### src/rtl/neuro_skin_pkg.sv
// neuro_skin_pkg
//   Shared constants and types for the skin-detection neuron: coefficient
//   register addresses, score/weight/bias widths, the product shift amount
//   and the threshold reset value.
package neuro_skin_pkg;

    localparam logic [2:0] ADDR_W0   = 3'd0;
    localparam logic [2:0] ADDR_W1   = 3'd1;
    localparam logic [2:0] ADDR_W2   = 3'd2;
    localparam logic [2:0] ADDR_W3   = 3'd3;
    localparam logic [2:0] ADDR_BIAS = 3'd4;
    localparam logic [2:0] ADDR_THR  = 3'd5;

    localparam int SCORE_W  = 18;
    localparam int WEIGHT_W = 16;
    localparam int BIAS_W   = 16;
    localparam int SHIFT    = 8;

    localparam logic signed [SCORE_W-1:0] THR_RESET = 18'sd131071;

    typedef logic signed [WEIGHT_W-1:0] weight_t;
    typedef logic signed [BIAS_W-1:0]   bias_t;
    typedef logic signed [SCORE_W-1:0]  score_t;

endpackage

### src/rtl/neuro_skin_coef.sv
// neuro_skin_coef
//   Coefficient register file for the neuron: four signed weights selected
//   by the dominant-channel index, one bias and one threshold. Writes happen
//   regardless of the pipeline clock enable.
// Ports:
//   clk, rst   clock, synchronous active-high reset
//   wr_en      write strobe
//   wr_addr    0-3 weight, 4 bias, 5 threshold, 6-7 no effect
//   wr_data    signed coefficient (weights/bias use the low 16 bits)
//   rd_index   weight select
//   rd_weight  selected weight
//   bias       current bias
//   threshold  current skin threshold
module neuro_skin_coef
    import neuro_skin_pkg::*;
(
    input  logic                      clk,
    input  logic                      rst,
    input  logic                      wr_en,
    input  logic [2:0]                wr_addr,
    input  logic signed [SCORE_W-1:0] wr_data,
    input  logic [1:0]                rd_index,
    output weight_t                   rd_weight,
    output bias_t                     bias,
    output score_t                    threshold
);

    weight_t weight_q [4];
    weight_t weight_d [4];
    bias_t   bias_q, bias_d;
    score_t  thr_q, thr_d;

    always_comb begin
        weight_d = weight_q;
        bias_d   = bias_q;
        thr_d    = thr_q;
        if (wr_en) begin
            case (wr_addr)
                ADDR_W0, ADDR_W1, ADDR_W2, ADDR_W3:
                    weight_d[wr_addr[1:0]] = wr_data[WEIGHT_W-1:0];
                ADDR_BIAS: bias_d = wr_data[BIAS_W-1:0];
                ADDR_THR:  thr_d  = wr_data;
                default: ;
            endcase
        end
    end

    always_ff @(posedge clk) begin
        if (rst) begin
            weight_q <= '{default: '0};
            bias_q   <= '0;
            thr_q    <= THR_RESET;
        end else begin
            weight_q <= weight_d;
            bias_q   <= bias_d;
            thr_q    <= thr_d;
        end
    end

    assign rd_weight = weight_q[rd_index];
    assign bias      = bias_q;
    assign threshold = thr_q;

endmodule

### src/rtl/neuro_skin_neuron.sv
// neuro_skin_neuron
//   Single-input neuron classifying a pixel as skin. The channel difference
//   is multiplied by a per-channel weight, scaled down by 2^8 (floor), offset
//   by a bias, saturated to 18 bits and compared against a threshold.
//   Three pipeline stages (select / multiply / bias+saturate+compare) that
//   advance only while ce is high. A saturating counter tallies skin hits.
// Ports:
//   clk, rst     clock, synchronous active-high reset
//   ce           pipeline clock enable
//   in_valid     qualifies value/index
//   value        unsigned channel difference
//   index        dominant-channel code, selects the weight
//   wr_en/wr_addr/wr_data  coefficient write port
//   clr_count    clears skin_count (wins over an increment)
//   out_valid    qualifies score/skin
//   score        saturated signed neuron output
//   skin         score >= threshold
//   skin_count   saturating count of skin results
module neuro_skin_neuron
    import neuro_skin_pkg::*;
#(
    parameter int DW = 10,
    parameter int CW = 16
) (
    input  logic                      clk,
    input  logic                      rst,
    input  logic                      ce,
    input  logic                      in_valid,
    input  logic [DW-1:0]             value,
    input  logic [1:0]                index,
    input  logic                      wr_en,
    input  logic [2:0]                wr_addr,
    input  logic signed [SCORE_W-1:0] wr_data,
    input  logic                      clr_count,
    output logic                      out_valid,
    output logic signed [SCORE_W-1:0] score,
    output logic                      skin,
    output logic [CW-1:0]             skin_count
);

    localparam int PROD_W = DW + 1 + WEIGHT_W;
    localparam int SH_W   = PROD_W - SHIFT;
    localparam int SUM_W  = SH_W + 1;

    localparam logic signed [SUM_W-1:0] SUM_MAX = SUM_W'((1 << (SCORE_W - 1)) - 1);
    localparam logic signed [SUM_W-1:0] SUM_MIN = ~SUM_MAX;

    function automatic score_t sat_score(input logic signed [SUM_W-1:0] s);
        if (s > SUM_MAX)      return SUM_MAX[SCORE_W-1:0];
        else if (s < SUM_MIN) return SUM_MIN[SCORE_W-1:0];
        else                  return s[SCORE_W-1:0];
    endfunction

    weight_t rd_weight;
    bias_t   bias;
    score_t  threshold;

    neuro_skin_coef u_coef (
        .clk       (clk),
        .rst       (rst),
        .wr_en     (wr_en),
        .wr_addr   (wr_addr),
        .wr_data   (wr_data),
        .rd_index  (index),
        .rd_weight (rd_weight),
        .bias      (bias),
        .threshold (threshold)
    );

    logic [DW-1:0]           value_p1_q, value_p1_d;
    weight_t                 weight_p1_q, weight_p1_d;
    logic                    vld_p1_q, vld_p1_d;
    logic signed [PROD_W-1:0] product_p2;
    logic signed [SH_W-1:0]  shifted_p2_q, shifted_p2_d;
    logic                    vld_p2_q, vld_p2_d;
    logic signed [SUM_W-1:0] sum_p3;
    score_t                  score_next_p3;
    logic                    skin_next_p3;
    score_t                  score_q, score_d;
    logic                    skin_q, skin_d;
    logic                    vld_p3_q, vld_p3_d;
    logic [CW-1:0]           count_q, count_d;

    always_comb begin
        // ---- S1: capture sample and its weight
        value_p1_d  = ce ? value    : value_p1_q;
        weight_p1_d = ce ? rd_weight : weight_p1_q;
        vld_p1_d    = ce ? in_valid  : vld_p1_q;

        // ---- S2: widen, multiply, floor-shift by dropping low bits
        product_p2   = PROD_W'(signed'({1'b0, value_p1_q})) * PROD_W'(weight_p1_q);
        shifted_p2_d = ce ? product_p2[PROD_W-1:SHIFT] : shifted_p2_q;
        vld_p2_d     = ce ? vld_p1_q : vld_p2_q;

        // ---- S3: bias, saturate, compare; score/skin only move on a valid result
        sum_p3        = SUM_W'(shifted_p2_q) + SUM_W'(bias);
        score_next_p3 = sat_score(sum_p3);
        skin_next_p3  = (score_next_p3 >= threshold);
        vld_p3_d      = ce ? vld_p2_q : vld_p3_q;
        score_d       = score_q;
        skin_d        = skin_q;
        if (ce && vld_p2_q) begin
            score_d = score_next_p3;
            skin_d  = skin_next_p3;
        end

        // Count lands together with the result it counts.
        count_d = count_q;
        if (clr_count)
            count_d = '0;
        else if (ce && vld_p2_q && skin_next_p3 && (count_q != '1))
            count_d = count_q + CW'(1);
    end

    // Datapath registers carry no reset; validity is tracked by the vld chain.
    always_ff @(posedge clk) begin
        value_p1_q   <= value_p1_d;
        weight_p1_q  <= weight_p1_d;
        shifted_p2_q <= shifted_p2_d;
    end

    always_ff @(posedge clk) begin
        if (rst) begin
            vld_p1_q <= 1'b0;
            vld_p2_q <= 1'b0;
            vld_p3_q <= 1'b0;
            score_q  <= '0;
            skin_q   <= 1'b0;
            count_q  <= '0;
        end else begin
            vld_p1_q <= vld_p1_d;
            vld_p2_q <= vld_p2_d;
            vld_p3_q <= vld_p3_d;
            score_q  <= score_d;
            skin_q   <= skin_d;
            count_q  <= count_d;
        end
    end

    assign out_valid  = vld_p3_q;
    assign score      = score_q;
    assign skin       = skin_q;
    assign skin_count = count_q;

endmodule

### config.mk
export PLATFORM = sky130hd
export DESIGN_NAME = neuro_skin_neuron
export DESIGN_NICKNAME = d
export VERILOG_FILES = /design/src/rtl/neuro_skin_pkg.sv /design/src/rtl/neuro_skin_coef.sv /design/src/rtl/neuro_skin_neuron.sv
export SDC_FILE = /design/constraint.sdc
export NUM_CORES = 1
export LEC_CHECK = 0
export ABC_AREA = 1
export CORE_MARGIN = 8
export CORE_UTILIZATION = 35
export CTS_BUF_LIST = sky130_fd_sc_hd__clkbuf_4 sky130_fd_sc_hd__clkbuf_8
export DETAILED_ROUTE_END_ITERATION = 10
export GPL_TIMING_DRIVEN = 0
export MAX_ROUTING_LAYER = met4
export REMOVE_ABC_BUFFERS = 1
export SLEW_MARGIN = 20
export SYNTH_ARGS = -nofsm -noshare
export SYNTH_HDL_FRONTEND = slang
export SYNTH_SLANG_ARGS = --single-unit
### constraint.sdc
create_clock -name clk -period 11.3 [get_ports clk]
set_clock_uncertainty 0.05 [all_clocks]
set_input_delay 1.695 -clock clk [delete_from_list [all_inputs] [get_ports clk]]
set_output_delay 1.695 -clock clk [all_outputs]
set_load 0.03 [all_outputs]
; ---- Word-level counts from Yosys, hierarchy flattened
; Cells that the tools add are included.
[op_classes]
n_lt_le_gt_ge = 6
multipliers = 1
reduce_logical = 10
bitwise_logic = 2
eq_ne = 6
mux = 8
addsub = 2
[op_table]
columns = operator, n
row1 = $bwmux 64, 1
row2 = $mux 16, 3
row3 = $mux 18, 2
row4 = $bmux 16 s2, 1
row5 = $demux 16 s2, 1
row6 = $mul 11x16->27, 1
row7 = $add 19x16->20, 1
row8 = $gt 20x18->1 const B, 1
row9 = $lt 20x18->1 const B, 1
row10 = $ge 18x18->1, 1
row11 = $add 16x1->16 const B, 1
row12 = $ne 16x16->1 const B, 1
row13 = $eq 3x2->1 const B, 2
row14 = $eq 3x3->1 const B, 2
row15 = $ge 3x3->1 const B, 2
row16 = $not 2->3, 2
row17 = $reduce_and 2->1, 3
row18 = $logic_and 1x1->1, 4
row19 = $reduce_or 4->1, 1
row20 = $eq 3x1->1 const B, 1
row21 = $logic_not 3->1, 1
row22 = $lt 3x1->1 const B, 1
row23 = $reduce_or 2->1, 1
[word_totals]
elab_cells = 50
output_inout_bits = 36
in_bits = 39
reg_bits = 181

; ---- Logic depth before layout (Yosys ltp)
; Gate-level depths: netlist of the first run.
[logic_depth]
ltp_word = 7
ltp_mapped = 31
mapped_depth_nobuf = 30

; ---- By module
; Synthesis of the first run repeated with hierarchy kept, for this count alone.
[hier_totals]
hier_cells = 2117
hier_area_um2 = 15638.7
[modules_own_cells]
columns = mod, cells_per_inst, seq_area_each_um2, instances, area_per_inst_um2
row1 = neuro_skin_neuron, 1449, 2112.0, 1, 11143.2
row2 = neuro_skin_coef, 668, 1961.9, 1, 4495.6

; ---- Worst setup path before layout of the first run
; No wires, ideal clock.
[synth_timing]
path_kind = flip-flop to flip-flop
from = register value_p1_q[7]
to = register shifted_p2_q[11] (data pin)
path_slack_ps = 6202
arrival_time_ps = 4796
path_stages_with_launch = 22
setup_ps = 252
cell_sequence = edfxtp_1 -> clkbuf_1 -> clkbuf_1 -> nand2_1 -> fa_1 -> fa_1 -> inv_1 -> fa_1 -> inv_1 -> fa_1 -> inv_1 -> fa_1 -> ha_1 -> a21oi_1 -> inv_1 -> o21ai_0 -> o211ai_1 -> a21oi_1 -> or2_1 -> nand2_1 -> nand2_1 -> nand2_1
[synth_via]
elab_chain_cells = 1
[synth_lines]
columns = element, line_no
row1 = from (decl), neuro_skin_neuron.sv:70  ; logic [DW-1:0] value_p1_q, value_p1_d;
row2 = from (signal assigned), neuro_skin_neuron.sv:117  ; value_p1_q <= value_p1_d;
row3 = $mul 11x16->27, neuro_skin_neuron.sv:91  ; product_p2 = PROD_W'(signed'({1'b0, value_p1_q})) * PROD_W'(weight_p1_q);
row4 = net product_p2[19], neuro_skin_neuron.sv:73  ; logic signed [PROD_W-1:0] product_p2;
row5 = to (signal assigned), neuro_skin_neuron.sv:119  ; shifted_p2_q <= shifted_p2_d;
row6 = to (decl), neuro_skin_neuron.sv:74  ; logic signed [SH_W-1:0] shifted_p2_q, shifted_p2_d;
; The timed path passes the listed nets, and every way through them passes these cells.
; A chain may end at the register's enable or synchronous reset.

; ---- Worst setup path after layout of the first run
[layout_timing]
from = register value_p1_q[2]
to = register shifted_p2_q[17] (data pin)
; Same word-level chain as after synthesis.

==> results.ini, run 1 <==
[outcome]
status=finished clean

[floorplan]
start_util_pct=35.17
rows=76
io_pins=75
die_h_microns=223.4
core_sq_um=42790
dieArea_sq_um=49890
die_w_microns=223.4

[worst_setup_path]
path_buf_inv=4
cp.required_ns=11.58
crit_path_start_kind=register
worstSetupPathType=register to register
rr_worst_depth=15
worst-path-stages=15
cp_common_cell=fa_1
slowest_stage=edfxtp_1
critPathArrivalTime_ns=5.93
critical-path-top-delay-family=adder cells
cp-end-kind=register
worstPathCellList=nand2_1 -> inv_1 -> fa_1 -> fa_1 -> inv_1 -> fa_1 -> fa_1 -> inv_1 -> fa_1 -> ha_1 -> inv_1 -> nor4_1 -> nand3_1 -> nand4_1 -> xor2_1
crit_path_max_fanout=16
max_stage_delay_ns=0.83

[grt]
antenna_found_initial=1
grt_start_max_net_pins=84
grt_overflow=0
grt_pass1_wl_microns=66160
grt_pass1_vias=13029
grt_util_all_layers_pct=16.71

[yosys]
syn_avg_cell_area_sq_um=7.632
yosys.area_share.adder_pct=27.27
synth_top_family_by_area=adder cells
synth_area_leaders=fa_1 19%, dfxtp_1 18%, nand2_1 9.2%
yosysTopAreaCellShare_pct=19.29
synth_most_common_cell=nand2_1
synth_common_cells=369 x nand2_1, 368 x inv_1, 290 x nor2_1
ys_seq_elements=181
ys_seq_area_share_pct=27.07
synth_compound_area_share_pct=9.303
ys_types=41
synth_flop_cell=dfxtp_1
async_flop_share_pct=0
synthXorXnorAreaFrac_pct=3.084
muxShareOfSynthArea_pct=0
yosysTopAreaCell=fa_1
synthCells=1972
yosys_warnings=0
synth_edf_count=45
synth_area_sq_um=15050
yosys.area_share.simple_pct=21.62

[cts]
cts_inserted_buffers=17
post-cts-setup-buffers=0
clk_pin_slew_ns=0.10
htree_levels=4
cts_root_buffer=clkbuf_8
cts_tree=built
clk-insertion-delay-late_ns=0.50
cts.sinks=181
cts_resized=0
clk_path_buf_depth=2
ctsHoldBuffers=0

[power]
clkPwrFrac_pct=11.1
p_sw_w=0.001997
p_leak_nw=8.162
p_comb_share_pct=66.3
seqPwrFrac_pct=22.6
swShare_pct=50.40
report.power.total_w=0.003962
internal-power_w=0.001965
power_density_nw_per_um2=239.0
vdd_drop_max_mv=0.1371

[detailed_routing]
viasPerCell=4.846
drc=0
totalWireLength_microns=39070
first_pass_iters=5
drt_iter0_markers=770
post_drt_wl_per_cell_microns=15.34
vias=12343
ant_nets=0

[min_path]
hold_path_class=register to register
holdPathStages=2

[timing]
finalSetupTns_ns=0
worstMarginPinSlew_ns=1.019
slew_headroom_pct=31.97
finalSetupViolations=0
hold_viol_final=0
fmax_mhz=176.9
finalCritPeriodShare_pct=50.03
min_period_ns=5.653
slew_viol_final=0
rsz0062_at_grt=no

[layout]
final_core_util_pct=38.74
drive_above_1_share_pct=3.850
area_delta_synth_final_pct=10.15
nNetsFinal=2267

[run]
maxCapViolations=0

[place]
io_buffers=74
gp_congestion=0.8865
hpwl_microns=30170

[cells in the final DEF (no fill, tap or decap), types with 16 or more instances in the layout]
| master | n |
|---|---|
| nand2_1 | 369 |
| xnor2_1 | 21 |
| dfxtp_1 | 136 |
| fa_1 | 145 |
| ha_1 | 96 |
| nand2_2 | 16 |
| o22ai_1 | 16 |
| a21oi_1 | 68 |
| xor2_1 | 32 |
| nand3_1 | 51 |
| o211ai_1 | 17 |
| clkdlybuf4s50_1 | 72 |
| clkbuf_8 | 17 |
| nand4_1 | 21 |
| nor2_1 | 290 |
| o21ai_0 | 136 |
| edfxtp_1 | 45 |
| inv_1 | 367 |
[power groups by stage]
stage	clock network (W)	registers (W)	logic [W]
6_report	0.000439	0.000897	0.00263
5_1_grt	0.000479	0.000903	0.00302
4_1_cts	0.000455	0.000898	0.00266
3_5_place_dp	0	0.000913	0.00264
3_3_place_gp	0	0.000912	0.00262
2_1_floorplan	0	0.000886	0.00198
[cell families (layout without fill, tap and decap cells)]
logic type                 count (synthesis)  in the layout
and+or+nand+nor                          785            785
buffers and inverters                    454            482
AOI/OAI and AO/OA                        258            258
adders and majority gates                241            241
DFF                                      181            181
xor gates and xnor gates                  53             53
other                                      0              1
[layer usage]
layer	GRT usage, %	vias up	wire [microns]
met5	-	-	0
met4	4.418	0	669
met3	1.891	41	1193
met2	28.61	214	19310
met1	20.81	5981	17900
li1	-	6107	-
[cell type report]
cell class                      count  area, sq um
Fill cell                        4464        26210
Multi-Input combinational cell   1337         9233
Sequential cell                   181         4074
Inverter                          372         1399
Timing Repair Buffer               78        807.0
Tap cell                          546        683.2
Clock buffer                       18        241.5
Clock inverter                     14        138.9
Antenna cell                        1        2.502
[tightest hold or removal path: stages (launching register included)]
cell	delay [ns]
dfxtp_1	0.33
nand2_1	0.06
a21oi_1	0.05
[through the flow]
step	setup WS, ns	cells	hold WS (ns)	cell area [sq um]
after global placement	5.368	2510	0.4040	16120
after detailed placement	5.698	2514	0.4047	16200
after floorplan	6.338	1890	0.3876	14690
after CTS	5.619	2546	0.4239	16580
final	5.647	2547	0.4229	16580
after global routing	5.324	2547	0.4562	16580
[final timing paths]
path	from	endpoint	slack [ns]
worst min register to register	out_valid$_SDFFE_PP0P_	out_valid$_SDFFE_PP0P_	0.42
worst min-delay path	out_valid$_SDFFE_PP0P_	out_valid$_SDFFE_PP0P_	0.42
worst max register to register	value_p1_q[2]$_DFFE_PP_	shifted_p2_q[17]$_DFFE_PP_	5.65
worst max-delay path	value_p1_q[2]$_DFFE_PP_	shifted_p2_q[17]$_DFFE_PP_	5.65
[registers in the layout (all words and copies together), names as in the netlist]
name	cells
vld_p2_q	1
u_coef.bias	16
u_coef.threshold	18
value_p1_q	10
score	18
weight_p1_q	16
vld_p1_q	1
out_valid	1
skin_count	16
shifted_p2_q	19
skin	1
u_coef.weight_q	64
Power figures use the tool's default switching activity.
==> run 2: changes to the inputs <==
==> constraint.sdc (replaced) <==
create_clock -name clk -period 5.1 [get_ports clk]
set_clock_uncertainty 0.05 [all_clocks]
set_input_delay 0.765 -clock clk [delete_from_list [all_inputs] [get_ports clk]]
set_output_delay 0.765 -clock clk [all_outputs]
set_load 0.03 [all_outputs]
==> run 2 against run 1 <==
Power grew to 2.8 times the previous value. Via count grew 2.8%. Maximum frequency grew 14%. First-iteration DRC count grew 9.7%. Global-route usage grew 0.33 points. Worst setup slack lost 5.5 ns. Sequential power grew 120%. Cell count grew 3.1%. Combinational power grew to 3.1 times the previous value. Worst hold slack is essentially flat. Critical endpoint is now shifted_p2_q[16]$_DFFE_PP_.
==> results.ini, run 2 (synthesis gave the netlist of run 1 again) <==
[worst_setup_path]
crit_path_max_fanout=7  ; -9
worstSetupPathType=register to register
critPathArrivalTime_ns=5.18  ; -0.75 ns
crit_path_start_kind=register
cp-end-kind=register
cp.required_ns=5.30  ; -6.28 ns

[place]
gp_congestion=0.8865  ; unchanged
io_buffers=74  ; unchanged
hpwl_microns=30170  ; unchanged

[detailed_routing]
first_pass_iters=5  ; unchanged
totalWireLength_microns=40610  ; +3.9%
drt_iter0_markers=845  ; +9.7%
viasPerCell=4.834  ; -0.26%
post_drt_wl_per_cell_microns=15.47  ; +0.82%
drc=0  ; unchanged
vias=12693  ; +2.8%
ant_nets=0  ; unchanged

[power]
p_leak_nw=8.623  ; +5.6%
vdd_drop_max_mv=0.5266  ; +280%
power_density_nw_per_um2=615.3  ; +160%

[layout]
nNetsFinal=2346  ; +3.5%
reg.largest.list=u_coef.weight_q (64), shifted_p2_q (19)
num-fill-cells=4333  ; -2.9%
mostFrequentLayoutCell=nand2_1
multi_input_area_sq_um=9728  ; +5.4%
layout_common_cells=356 x nand2_1, 355 x inv_1, 285 x nor2_1
regMostFlops=u_coef.weight_q
largest_reg_flops=64  ; unchanged
area_delta_synth_final_pct=18.10
regArea_sq_um=4074  ; unchanged
drive_above_1_share_pct=11.50  ; +7.6 points

[cts]
clk_path_buf_depth=2  ; unchanged
cts_inserted_buffers=17  ; unchanged
htree_levels=4  ; unchanged
cts_tree=built
cts.sinks=181  ; unchanged
cts_root_buffer=clkbuf_8
clk-insertion-delay-late_ns=0.51  ; about the same
clk_pin_slew_ns=0.10  ; about the same
ctsHoldBuffers=0  ; unchanged

[floorplan]
io_pins=75  ; unchanged
die_h_microns=223.4  ; unchanged
rows=76  ; unchanged
dieArea_sq_um=49890  ; unchanged
core_sq_um=42790  ; unchanged
start_util_pct=35.17  ; unchanged
die_w_microns=223.4  ; unchanged

[timing]
slew_headroom_pct=33.16  ; +1.2 points
min_period_ns=4.980  ; -0.6729 ns
hold_ws_ns=0.4229  ; -0.00002600 ns
slew_viol_final=0  ; unchanged
finalSetupViolations=0  ; unchanged
hold_viol_final=0  ; unchanged
worstMarginPinSlew_ns=1.001  ; -0.01781 ns
finalCritPeriodShare_pct=97.65  ; +48 points
finalSetupTns_ns=0  ; unchanged
rsz0062_at_grt=yes
fmax_mhz=200.8  ; +14%

[grt]
grt_util_all_layers_pct=17.04  ; +0.33 points
grt_overflow=0  ; unchanged
grt_pass1_wl_microns=67400  ; +1.9%
grt_pass1_vias=13262  ; +1.8%
antenna_found_initial=1  ; unchanged
grt_start_max_net_pins=84  ; unchanged

[min_path]
hold_path_class=register to register

[outcome]
status=finished clean

[run]
maxCapViolations=0  ; unchanged

run 2: cell types whose count changed in the layout (fill, tap and decap cells not counted), sizes merged:
| cell | previous run | this run |
|---|---|---|
| buf | 6 | 84 |
| clkbuf | 18 | 19 |
run 2: final cells by class:
cell class | count | area share (%)
inverters | 372 | 7.870
multi-input cells | 1337 | 54.73
diodes | 1 | 0.01408
flip-flops and latches | 181 | 22.92
repair buffers | 157 | 8.482
clock buffers | 18 | 1.359
clock inverters | 14 | 0.7814
well taps | 546 | 3.843
run 2: power by group:
group / switching (W) / internal, W
Sequential: 0.0000901 / 0.00184
Combinational: 0.00462 / 0.00340
Clock: 0.000612 / 0.000364
run 2: repair_timing:
action	in CTS	in global routing
gates cloned	0	1
resized for setup	36	92
endpoints found under the hold margin	0	0
setup endpoints to repair	13	16
pin swaps	6	81
setup buffers	51	27
run 2: worst paths after layout:
path                                  start                    endpoint  slack [ns]  cells after the start
setup / recovery  weight_p1_q[15]$_DFFE_PP_  shifted_p2_q[16]$_DFFE_PP_        0.12                     16
hold reg to reg      out_valid$_SDFFE_PP0P_      out_valid$_SDFFE_PP0P_        0.42                      2
setup reg to reg  weight_p1_q[15]$_DFFE_PP_  shifted_p2_q[16]$_DFFE_PP_        0.12                     16
hold / removal       out_valid$_SDFFE_PP0P_      out_valid$_SDFFE_PP0P_        0.42                      2
run 2: critical path, stage by stage (launching register included):
cell and delay, ns:
edfxtp_1 0.55, nand2_2 0.15, inv_2 0.06, fa_2 0.61, inv_1 0.06, fa_1 0.46, fa_1 0.54, fa_1 0.55
inv_1 0.05, fa_1 0.51, ha_4 0.22, buf_4 0.15, a21oi_2 0.18, o21ai_1 0.12, a211oi_1 0.22, nand2_1 0.10
xor2_1 0.15
run 2: metal layers:
layer / track usage (%) / share of wire (%) / vias up
met4: 4.545 / 2.0 / 0
met1: 21.23 / 45 / 6167
met3: 2.035 / 3.1 / 49
met2: 29.07 / 50 / 210
li1: - / - / 6267
met5: - / 0 / -
run 2: stage by stage:
step                std cells  setup slack [ns]  utilization (%)  power [W]  instance area [sq um]
finish                   2626            0.1201            41.54    0.01094                  17770
global route             2626          -0.06211            41.54    0.01187                  17770
CTS                      2597          -0.01561            40.18   0.009592                  17190
detailed placement       2514           -0.5018            37.86   0.007866                  16200
global placement         2510           -0.4889            37.66   0.007820                  16120
floorplan                1890            0.1378                -   0.006353                  14690
==> run 3: changes to the inputs <==
--- a/config.mk
+++ b/config.mk
@@ -8,7 +8,7 @@
 export ABC_AREA = 1
 export CORE_MARGIN = 8
 export CORE_UTILIZATION = 35
-export CTS_BUF_LIST = sky130_fd_sc_hd__clkbuf_4 sky130_fd_sc_hd__clkbuf_8
+export CTS_BUF_LIST = sky130_fd_sc_hd__clkbuf_4
 export DETAILED_ROUTE_END_ITERATION = 10
 export GPL_TIMING_DRIVEN = 0
 export MAX_ROUTING_LAYER = met4
==> run 3 against run 2 <==
Core utilization hardly changed. Non-clock buffer count is 7 higher. Register-to-register slack hardly changed. Sequential share of layout area hardly changed. Clock power is 17% lower. Design area hardly changed. Count of clock-buffer cells in the layout stayed put. Combinational power is 6.1% higher. Flip-flop and latch count stayed put. Critical path type unchanged. Highest routed layer unchanged.
==> results.ini, run 3 (synthesis gave the netlist of run 1 again) <==
[outcome]
status=finished clean

[cts]
cts_tree=built
htree_levels=4  ; unchanged
cts.sinks=181  ; unchanged
cts_root_buffer=clkbuf_4
cts_inserted_buffers=17  ; unchanged
ctsHoldBuffers=0  ; unchanged
clk_path_buf_depth=2  ; unchanged
clk_pin_slew_ns=0.17  ; +0.07 ns
clk-insertion-delay-late_ns=0.65  ; +0.14 ns

[power]
swShare_pct=48.86  ; +0.18 points
p_sw_w=0.005505  ; +3.4%
clkPwrFrac_pct=7.2  ; -1.7 points
p_comb_share_pct=75.6  ; +2.2 points
internal-power_w=0.005761  ; +2.6%
seqPwrFrac_pct=17.2  ; -0.5 points
p_leak_nw=8.623  ; about the same
vdd_drop_max_mv=0.5916  ; +12%
power_density_nw_per_um2=634.1  ; +3.1%

[layout]
fin_area_sq_um=17770  ; about the same
nNetsFinal=2353  ; +0.30%
reg.largest.list=u_coef.weight_q (64), shifted_p2_q (19)
area_delta_synth_final_pct=18.04  ; about the same
largest_reg_flops=64  ; unchanged
regMostFlops=u_coef.weight_q
mostFrequentLayoutCell=nand2_1
layout_common_cells=355 x nand2_1, 352 x inv_1, 284 x nor2_1
drive_above_1_share_pct=12.22  ; +0.73 points

[grt]
grt_pass1_vias=13250  ; -0.090%
antenna_found_initial=2  ; +1
grt_util_all_layers_pct=17.01  ; -0.032 points
grt_overflow=0  ; unchanged
grt_pass1_wl_microns=67310  ; -0.13%
grt_start_max_net_pins=84  ; unchanged

[place]
io_buffers=74  ; unchanged
placed_cell_area_sq_um=16200  ; unchanged
gp_congestion=0.8865  ; unchanged
hpwl_microns=30170  ; unchanged

[detailed_routing]
first_pass_iters=5  ; unchanged
drc=0  ; unchanged
vias=12781  ; +0.69%
totalWireLength_microns=40720  ; +0.26%
viasPerCell=4.852  ; +0.39%
ant_nets=0  ; unchanged
post_drt_wl_per_cell_microns=15.46  ; about the same
drt_iter0_markers=868  ; +2.7%

[timing]
hold_ws_ns=0.4273  ; +0.004423 ns
min_period_ns=4.979  ; -0.0009880 ns
slew_headroom_pct=33.67  ; +0.51 points
fmax_mhz=200.8  ; about the same
rsz0062_at_grt=yes
hold_viol_final=0  ; unchanged
finalSetupViolations=0  ; unchanged
finalCritPeriodShare_pct=97.63  ; about the same
worstMarginPinSlew_ns=0.9938  ; -0.007695 ns
slew_viol_final=0  ; unchanged

[floorplan]
rows=76  ; unchanged
dieArea_sq_um=49890  ; unchanged
die_h_microns=223.4  ; unchanged
die_w_microns=223.4  ; unchanged
io_pins=75  ; unchanged
start_util_pct=35.17  ; unchanged
core_sq_um=42790  ; unchanged

[min_path]
hold_path_class=register to register

[worst_setup_path]
path_buf_inv=3  ; -1
cp-end-kind=register
crit_path_max_fanout=8  ; +1
max_stage_delay_ns=0.56  ; -0.05 ns
cp.required_ns=5.46  ; +0.16 ns
cp_common_cell=fa_1
worstSetupPathType=register to register
worstPathCellList=buf_4 -> buf_4 -> nand2_1 -> fa_1 -> fa_1 -> fa_1 -> fa_1 -> inv_1 -> fa_1 -> ha_4 -> a21oi_4 -> o21a_1 -> o21ai_0 -> a31oi_1 -> nand3_1 -> xor2_1
crit_path_start_kind=register
slowest_stage=fa_1
critPathArrivalTime_ns=5.34  ; +0.16 ns
critical-path-top-delay-family=adder cells

[run]
maxCapViolations=0  ; unchanged

==> run 3: cell count changes in the layout (fill, tap and decap cells not counted), sizes merged <==
| cell | previous run | this run |
|---|---|---|
| buf | 84 | 92 |
| clkbuf | 19 | 18 |
| diode | 1 | 2 |
==> run 3: layout make-up <==
type                       instances  area [sq um]
sequential                       181          4074
clock inverter                    14         138.9
multi-input combinational       1337          9793
timing repair buffer             164          1538
inverter                         372          1399
tap                              546         683.2
antenna                            2         5.005
fill                            4347         25030
clock buffer                      18         135.1
==> run 3: power groups by stage <==
stage	clock network (W)	registers [W]	logic [W]
floorplan	0	0.00196	0.00439
global placement	0	0.00202	0.00580
detailed placement	0	0.00202	0.00584
CTS	0.000841	0.00195	0.00672
global route	0.000896	0.00195	0.00937
finish	0.000813	0.00194	0.00852
==> run 3: layer usage <==
metal	global-route usage [%]	wire, microns	vias up
met2	28.72	20110	236
li1	-	-	6284
met1	21.24	18290	6201
met5	-	0	-
met3	1.799	1313	60
met4	5.416	1009	0
==> run 3: worst min-delay path, cell delays in order, from the launching register on <==
cell and delay (ns):
dfxtp_1 0.35, nand2_1 0.06, a21oi_1 0.05
==> run 3: repair_timing <==
action | in CTS | in global routing
setup buffers | 52 | 35
pin swaps | 10 | 103
endpoints found under the hold margin | 0 | 0
setup endpoints to repair | 13 | 16
gates resized for setup | 43 | 95
==> run 3: worst paths after layout <==
check                          start                          to  slack (ns)  cells after the start
max          value_p1_q[2]$_DFFE_PP_  shifted_p2_q[15]$_DFFE_PP_        0.12                     16
min           out_valid$_SDFFE_PP0P_      out_valid$_SDFFE_PP0P_        0.43                      2
max reg2reg  value_p1_q[2]$_DFFE_PP_  shifted_p2_q[15]$_DFFE_PP_        0.12                     16
min reg2reg   out_valid$_SDFFE_PP0P_      out_valid$_SDFFE_PP0P_        0.43                      2
==> run 3: per-stage QoR <==
| step | setup TNS [ns] | total power, W | cells | setup slack, ns | utilization, % |
|---|---|---|---|---|---|
| CTS | -0.02880 | 0.009506 | 2598 | -0.02880 | 40.02 |
| finish | 0 | 0.01127 | 2634 | 0.1211 | 41.52 |
| global placement | -3.483 | 0.007820 | 2510 | -0.4889 | 37.66 |
| detailed placement | -3.677 | 0.007866 | 2514 | -0.5018 | 37.86 |
| floorplan | 0 | 0.006353 | 1890 | 0.1378 | - |
| global route | -0.2706 | 0.01221 | 2634 | -0.05917 | 41.52 |
